$ cat src/rtl/axil_to_apb_bridge_pkg.sv
// ============================================================================
// Module  : axil_to_apb_pkg
// Brief   : Shared state encoding and response codes for the AXI-Lite to APB bridge.
// Revision: 1.0 - initial release
// ============================================================================
`default_nettype none

package axil_to_apb_pkg;

    typedef enum logic [1:0] {
        ST_IDLE   = 2'd0,
        ST_SETUP  = 2'd1,
        ST_ACCESS = 2'd2,
        ST_RESP   = 2'd3
    } state_t;

    localparam logic [1:0] RESP_OKAY   = 2'b00;
    localparam logic [1:0] RESP_SLVERR = 2'b10;

endpackage

`default_nettype wire

$ cat src/rtl/axil_to_apb_bridge.sv
// ============================================================================
// Module  : axil_to_apb_bridge
// Brief   : AXI4-Lite slave to APB4 master, one transaction at a time, with
//           fair read/write arbitration and an ACCESS-phase timeout.
// Revision: 1.0 - initial release
// ============================================================================
`default_nettype none

module axil_to_apb_bridge
    import axil_to_apb_pkg::*;
#(
    parameter int G_ADDR_WIDTH = 4,
    parameter int G_TIMEOUT    = 16
) (
    input  logic                    clk,
    input  logic                    rst,

    input  logic                    s_axil_awvalid,
    output logic                    s_axil_awready,
    input  logic [G_ADDR_WIDTH-1:0] s_axil_awaddr,
    input  logic [2:0]              s_axil_awprot,
    input  logic                    s_axil_wvalid,
    output logic                    s_axil_wready,
    input  logic [31:0]             s_axil_wdata,
    input  logic [3:0]              s_axil_wstrb,
    output logic                    s_axil_bvalid,
    input  logic                    s_axil_bready,
    output logic [1:0]              s_axil_bresp,
    input  logic                    s_axil_arvalid,
    output logic                    s_axil_arready,
    input  logic [G_ADDR_WIDTH-1:0] s_axil_araddr,
    input  logic [2:0]              s_axil_arprot,
    output logic                    s_axil_rvalid,
    input  logic                    s_axil_rready,
    output logic [31:0]             s_axil_rdata,
    output logic [1:0]              s_axil_rresp,

    output logic                    m_apb_psel,
    output logic                    m_apb_penable,
    output logic                    m_apb_pwrite,
    output logic [2:0]              m_apb_pprot,
    output logic [G_ADDR_WIDTH-1:0] m_apb_paddr,
    output logic [31:0]             m_apb_pwdata,
    output logic [3:0]              m_apb_pstrb,
    input  logic                    m_apb_pready,
    input  logic [31:0]             m_apb_prdata,
    input  logic                    m_apb_pslverr
);

    localparam int                c_cnt_w    = $clog2(G_TIMEOUT + 1);
    localparam logic [c_cnt_w-1:0] c_cnt_last = c_cnt_w'(G_TIMEOUT - 1);

    state_t                    r_state;
    state_t                    w_state_nxt;
    logic                      r_last_was_write;
    logic                      r_write;
    logic [c_cnt_w-1:0]        r_cnt;
    logic [G_ADDR_WIDTH-1:0]   r_paddr;
    logic [2:0]                r_pprot;
    logic [31:0]               r_pwdata;
    logic [3:0]                r_pstrb;
    logic [31:0]               r_rdata;
    logic [1:0]                r_resp;

    logic                      w_grant_wr;
    logic                      w_grant_rd;
    logic                      w_timeout;
    logic                      w_resp_done;

    // Grants are combinational so the handshake and capture share one cycle;
    // qualifying with rst keeps ready low while reset is being applied.
    always_comb begin
        w_grant_wr  = 1'b0;
        w_grant_rd  = 1'b0;
        w_timeout   = (r_cnt == c_cnt_last);
        w_resp_done = r_write ? s_axil_bready : s_axil_rready;
        w_state_nxt = r_state;

        if (r_state == ST_IDLE && rst) begin
            w_grant_wr = s_axil_awvalid && s_axil_wvalid &&
                         (!s_axil_arvalid || !r_last_was_write);
            w_grant_rd = s_axil_arvalid && !w_grant_wr;
        end

        unique case (r_state)
            ST_IDLE:   if (w_grant_wr || w_grant_rd) w_state_nxt = ST_SETUP;
            ST_SETUP:  w_state_nxt = ST_ACCESS;
            ST_ACCESS: if (m_apb_pready || w_timeout) w_state_nxt = ST_RESP;
            ST_RESP:   if (w_resp_done) w_state_nxt = ST_IDLE;
            default:   w_state_nxt = ST_IDLE;
        endcase

        s_axil_awready = w_grant_wr;
        s_axil_wready  = w_grant_wr;
        s_axil_arready = w_grant_rd;
        m_apb_psel     = (r_state == ST_SETUP) || (r_state == ST_ACCESS);
        m_apb_penable  = (r_state == ST_ACCESS);
        s_axil_bvalid  = (r_state == ST_RESP) && r_write;
        s_axil_rvalid  = (r_state == ST_RESP) && !r_write;
    end

    always_ff @(posedge clk) begin
        if (!rst) begin
            r_state          <= ST_IDLE;
            r_last_was_write <= 1'b1;
            r_write          <= 1'b0;
            r_cnt            <= '0;
            r_paddr          <= '0;
            r_pprot          <= '0;
            r_pwdata         <= '0;
            r_pstrb          <= '0;
            r_rdata          <= '0;
            r_resp           <= RESP_OKAY;
        end else begin
            r_state <= w_state_nxt;
            unique case (r_state)
                ST_IDLE: begin
                    if (w_grant_wr || w_grant_rd) begin
                        r_write  <= w_grant_wr;
                        r_paddr  <= w_grant_wr ? s_axil_awaddr : s_axil_araddr;
                        r_pprot  <= w_grant_wr ? s_axil_awprot : s_axil_arprot;
                        r_pwdata <= w_grant_wr ? s_axil_wdata  : 32'd0;
                        r_pstrb  <= w_grant_wr ? s_axil_wstrb  : 4'd0;
                        r_cnt    <= '0;
                    end
                end
                ST_ACCESS: begin
                    if (m_apb_pready) begin
                        r_resp <= m_apb_pslverr ? RESP_SLVERR : RESP_OKAY;
                        if (!r_write) r_rdata <= m_apb_prdata;
                    end else if (w_timeout) begin
                        r_resp  <= RESP_SLVERR;
                        r_rdata <= 32'd0;
                    end else begin
                        r_cnt <= r_cnt + c_cnt_w'(1);
                    end
                end
                ST_RESP: begin
                    if (w_resp_done) begin
                        r_last_was_write <= r_write;
                        r_cnt            <= '0;
                    end
                end
                default: ;
            endcase
        end
    end

    assign m_apb_pwrite = r_write;
    assign m_apb_paddr  = r_paddr;
    assign m_apb_pprot  = r_pprot;
    assign m_apb_pwdata = r_pwdata;
    assign m_apb_pstrb  = r_pstrb;
    assign s_axil_rdata = r_rdata;
    assign s_axil_rresp = r_resp;
    assign s_axil_bresp = r_resp;

endmodule

`default_nettype wire

$ cat config.mk
export PLATFORM = sky130hd
export DESIGN_NAME = axil_to_apb_bridge
export DESIGN_NICKNAME = d
export VERILOG_FILES = /design/src/rtl/axil_to_apb_bridge_pkg.sv /design/src/rtl/axil_to_apb_bridge.sv
export SDC_FILE = /design/constraint.sdc
export NUM_CORES = 1
export LEC_CHECK = 0
export CAP_MARGIN = 10
export CORE_ASPECT_RATIO = 1.25
export CORE_MARGIN = 8
export CORE_UTILIZATION = 31
export DETAILED_ROUTE_END_ITERATION = 8
export PLACE_DENSITY = 0.65
export SYNTH_ARGS = -nofsm -noshare
export SYNTH_HDL_FRONTEND = slang
export SYNTH_SLANG_ARGS = --single-unit
$ cat constraint.sdc
create_clock -name clk -period 3.65 [get_ports clk]
set_clock_uncertainty 0.1 [all_clocks]
set_input_delay 0.73 -clock clk [delete_from_list [all_inputs] [get_ports clk]]
set_output_delay 0.73 -clock clk [all_outputs]
set_load 0.05 [all_outputs]
==> results of run 1 <==
-- layout make-up --
| type | instances | area, um^2 | area share (%) |
|---|---|---|---|
| clock inverter | 5 | 100 | 1.79 |
| clock buffer | 10 | 229 | 4.10 |
| sequential | 85 | 1700 | 30.5 |
| multi-input combinational | 292 | 1530 | 27.4 |
| tap | 135 | 169 | 3.02 |
| inverter | 7 | 26.3 | 0.470 |
| timing repair buffer | 183 | 1830 | 32.7 |
-- registers in the layout, indices dropped and copies added (netlist names) --
name / flops
m_apb_pwrite: 1
r_cnt: 5
r_state: 2
m_apb_pprot: 3
m_apb_pwdata: 32
r_last_was_write: 1
s_axil_bresp: 1
s_axil_rdata: 32
m_apb_pstrb: 4
m_apb_paddr: 4
-- where the power goes --
group	internal, W	switching (W)
logic	0.000356	0.000619
registers	0.000999	0.0000488
clock network	0.000662	0.000355
-- kinds of logic after synthesis --
kind of cell	after synthesis	synth area share, %
AND/OR/NAND/NOR	174	22.9
adder cells (fa/ha/maj)	7	2.53
flip-flops	85	49.1
buffers and inverters	44	6.82
other	1	0.108
AO/OA/AOI/OAI	102	16.5
multiplexers	7	2.06
-- critical path, cell delays in order, from the launching register on --
cell,delay [ns]
dfxtp_1,0.34
inv_1,0.11
ha_1,0.46
clkdlybuf4s50_1,0.93
-- how the worst max path moves through the flow --
stage	start	end	slack (ns)
floorplan	rst	s_axil_wready	0.94
global placement	rst	s_axil_wready	0.71
detailed placement	rst	s_axil_awready	0.72
CTS	r_state[0]	m_apb_penable	0.63
global route	r_state[0]	m_apb_penable	0.55
finish	r_state[0]	m_apb_penable	0.65
-- synth_stat cells, drive strengths merged, types with 5 or more instances --
cell type / n / share of area, %
a21oi: 80 / 12
inv: 7 / 0.76
dfxtp: 85 / 49
nor2: 10 / 1.1
clkbuf: 10 / 1.1
buf: 27 / 5.0
a211oi: 5 / 1.1
nand3: 71 / 10
ha: 7 / 2.5
o21ai: 5 / 0.83
nand2: 77 / 8.3
mux2i: 6 / 1.7
-- stage by stage --
stage,area [um^2],cells
2_1_floorplan,3470,421
3_3_place_gp,5260,702
3_5_place_dp,5260,702
4_1_cts,5590,717
5_1_grt,5590,717
6_report,5590,717
-- layer usage --
layer / GRT usage [%] / share of wire (%)
met1: 16.6 / 42
met2: 23.1 / 47
met3: 7.37 / 9.7
met4: 3.84 / 1.0
met5: 0 / 0
==> impl_metrics.ini, run 1 <==
[synthesis]
ys_warn_count = 0
syn_avg_cell_area_um2 = 8.25
synth_area_um2 = 3470
synth_edf_count = 0
async_flop_share_pct = 0
yosysUniqueCellTypes = 35
yosysSeqAreaShare_pct = 49.1
synth_seq_cells = 85
syn_inst = 420
synth_top_flop_cell = dfxtp_1

[sta]
setup_ws_ns = 0.646
finalSetupTns_ns = 0
whs_ns = 0.350
hold_viol = 0
rsz0062_at_grt = false
finalCriticalPeriod_ns = 3.00
fmax_mhz = 333
finalSetupViolCount = 0
fin_crit_sh_pct = 82.3
drv_slew = 0
relSlewSlack_pct = 58.4
worst_pin_slew_ns = 0.623

[pwr]
power_density_nw_per_um2 = 544
peakVddDrop_mv = 0.272
leakage_nw = 1.97
power_w = 0.00304

[finish]
utilization_pct = 50.7
nets = 676
final_cell_mix = 172 x clkdlybuf4s50_1, 85 x dfxtp_1, 80 x a21oi_1
final_common_cell = clkdlybuf4s50_1
drive_gt1_share_pct = 5.84
n_antenna_cell = 0
fillCellCount = 1060
synthToLayoutAreaGrowth_pct = 61.2

[critical_path]
worstPathMaxFanout = 14
r2r_start = r_cnt[0]
r2r_cells = 8
required_ns = 2.82
start_kind = flop
endpoint_kind = output pin
ff2ff_setup_slack_ns = 1.61
crit_type = reg2out
cp.arrival_ns = 2.17
r2r_end = s_axil_rdata[13]

[run]
maxCapViolCount = 0

[clock_network]
cts_tree = built
cts_buffers = 9
cts_sinks = 85
cts.reportedPaths.clkPinSlew_ns = 0.06
cts.path.max_buffers = 2
cts_resized = 0
cts-root-buf = clkbuf_16
clk_latency_ns = 0.33
hold_buffers = 0
htreeDepth = 3
postCtsSetupBuffers = 0

[grt]
overflow = 0
antenna_found_initial = 0
grt_pass1_vias = 3455
grt_max_degree = 49
grt_pass1_wl_mm = 17.9
grt_usage_pct = 14.4

[route]
wl_per_cell_um = 15.3
final_antenna_net_count = 0
wl_mm = 11.0
vias = 3509
vias_per_cell = 4.89
drc = 0
dr.pass1.iters = 4
drt_iter0_drc = 202

[floorplan]
die_w_um = 111
pin_count = 178
core-area_um2 = 11000
core.rowCount = 43
die_h_um = 134
initial_core_util_pct = 31.4
die_area_um2 = 14800

[placement]
portBuffers = 175
place.gp.congestion = 0.728
pre_cts_ws_ns = 0.715
dp.final_hpwl_mm = 8.04

[hold_path]
hold_depth = 2
hp-start = s_axil_rdata[18]
hold_path_class = reg2reg
holdPathEnd = s_axil_rdata[18]

[run_status]
status = completed
(Power assumes the default switching activity.)
==> run 2: changes to the inputs <==
- clock period: 3.65 -> 2.82 ns (I/O delays scaled with it)
==> run 2 against run 1 <==
Compared with the run above: power increased by 20%; sequential share of layout area increased by 0.31 points; sequential cell count unchanged; largest cell class unchanged; largest power group unchanged; highest routed layer unchanged.
==> impl_metrics.ini, run 2 (same netlist as run 1, synthesis figures left out) <==
[grt]
grt_max_degree = 48
grt_usage_pct = 14.2
grt_pass1_vias = 3460
antenna_found_initial = 0
overflow = 0
grt_pass1_wl_mm = 17.7

[placement]
portBuffers = 175
place.gp.congestion = 0.736
dp.final_hpwl_mm = 8.20
dp_cells = 704

[floorplan]
die_w_um = 111
pin_count = 178
die_area_um2 = 14800
die_h_um = 134
core-area_um2 = 11000
initial_core_util_pct = 31.4
core.rowCount = 43

[route]
dr.max_layer_used = met4
drc = 0
vias = 3507
wl_met2_mm = 5.22
wl_met1_mm = 4.62
dr.pass1.iters = 4
routed-wl-met3_mm = 1.01
final_antenna_net_count = 0
wl_mm = 11.0
wl_per_cell_um = 15.3
vias_per_cell = 4.87
drt_iter0_drc = 120

[clock_network]
htreeDepth = 3
cts_tree = built
cts-root-buf = clkbuf_16
clk_latency_ns = 0.33
cts_sinks = 85
cts_buffers = 9
cts.path.max_buffers = 2
hold_buffers = 0
cts.reportedPaths.clkPinSlew_ns = 0.06
postCtsSetupBuffers = 0
cts_resized = 0

[critical_path]
crit_type = reg2out
required_ns = 2.16
r2r_cells = 7
endpoint_kind = output pin
max_stage_delay_ns = 0.81
slowest_stage = clkdlybuf4s50_1
start_kind = flop
cp.arrival_ns = 1.94
crit_chain = ha_1, inv_1, nor2_1, clkdlybuf4s50_1
worstPathMaxFanout = 4

[sta]
worst_pin_slew_ns = 0.554
drv_slew = 0
relSlewSlack_pct = 63.0
finalSetupTns_ns = 0
fmax_mhz = 383
finalCriticalPeriod_ns = 2.61
finalSetupViolCount = 0
fin_crit_sh_pct = 92.5
hold_viol = 0
rsz0062_at_grt = false

[finish]
final_cell_mix = 171 x clkdlybuf4s50_1, 85 x dfxtp_1, 80 x a21oi_1
final_cells = 720
nets = 678
synthToLayoutAreaGrowth_pct = 59.5
n_antenna_cell = 0
fillCellCount = 1056
drive_gt1_share_pct = 6.32
final_common_cell = clkdlybuf4s50_1

[pwr]
peakVddDrop_mv = 0.424
power_density_nw_per_um2 = 660
leakage_nw = 1.95

[hold_path]
hold_depth = 2
hold_path_class = reg2reg

[run]
maxCapViolCount = 0

[run_status]
status = completed
==> run 2: changes by cell type in the layout (fill, tap and decap cells not counted), sizes merged <==
cell           previous run  this run
buf                      11        14
bufinv                    3         0
clkbuf                   10        11
clkdlybuf4s50           172       171
clkinv                    2         4
clkinvlp                  0         1
==> run 2: path summary, 6_finish.rpt <==
check / from / end / slack, ns
max: r_state[0] / s_axil_rvalid / 0.21
min: s_axil_rdata[7] / s_axil_rdata[7] / 0.35
max reg2reg: r_cnt[0] / r_cnt[3] / 0.69
min reg2reg: s_axil_rdata[7] / s_axil_rdata[7] / 0.35
==> run 2: final cells by class <==
type / count / area, um^2 / share of cell area [%]
Inverter: 7 / 26.3 / 0.475
Clock buffer: 11 / 233 / 4.21
Tap cell: 135 / 169 / 3.05
Sequential cell: 85 / 1700 / 30.8
Timing Repair Buffer: 185 / 1840 / 33.3
Multi-Input combinational cell: 292 / 1530 / 27.7
Clock inverter: 5 / 27.5 / 0.498
==> run 2: through the flow <==
step	setup slack, ns	power [W]	cell area, um^2	hold WS (ns)	util, %
after CTS	0.172	0.00371	5530	0.353	50.2
after global placement	0.345	0.00263	5270	0.338	47.8
after floorplan	0.441	0.00221	3470	0.350	-
after global routing	0.0827	0.00385	5530	0.369	50.2
final	0.212	0.00365	5530	0.351	50.2
after detailed placement	0.313	0.00265	5270	0.344	47.8
==> run 2: per-layer routing <==
metal | track usage, % | vias up
met4 | 5.34 | 0
li1 | - | 1755
met3 | 6.34 | 12
met1 | 15.7 | 1612
met5 | 0 | -
met2 | 23.6 | 128
==> run 2: power by group <==
group | total (W) | switching, W | internal (W) | leakage, nW
registers | 0.00136 | 0.0000639 | 0.00129 | 0.687
clock network | 0.00103 | 0.000444 | 0.000590 | 0.129
logic | 0.00126 | 0.000802 | 0.000460 | 1.13
==> run 2: worst max-delay path: cells and delay by family, from the launching register on <==
family / cells / cell delay (ns)
flip-flops: 1 / 0.38
buffers and inverters: 2 / 0.91
adder cells (fa/ha/maj): 1 / 0.23
AND/OR/NAND/NOR: 1 / 0.10
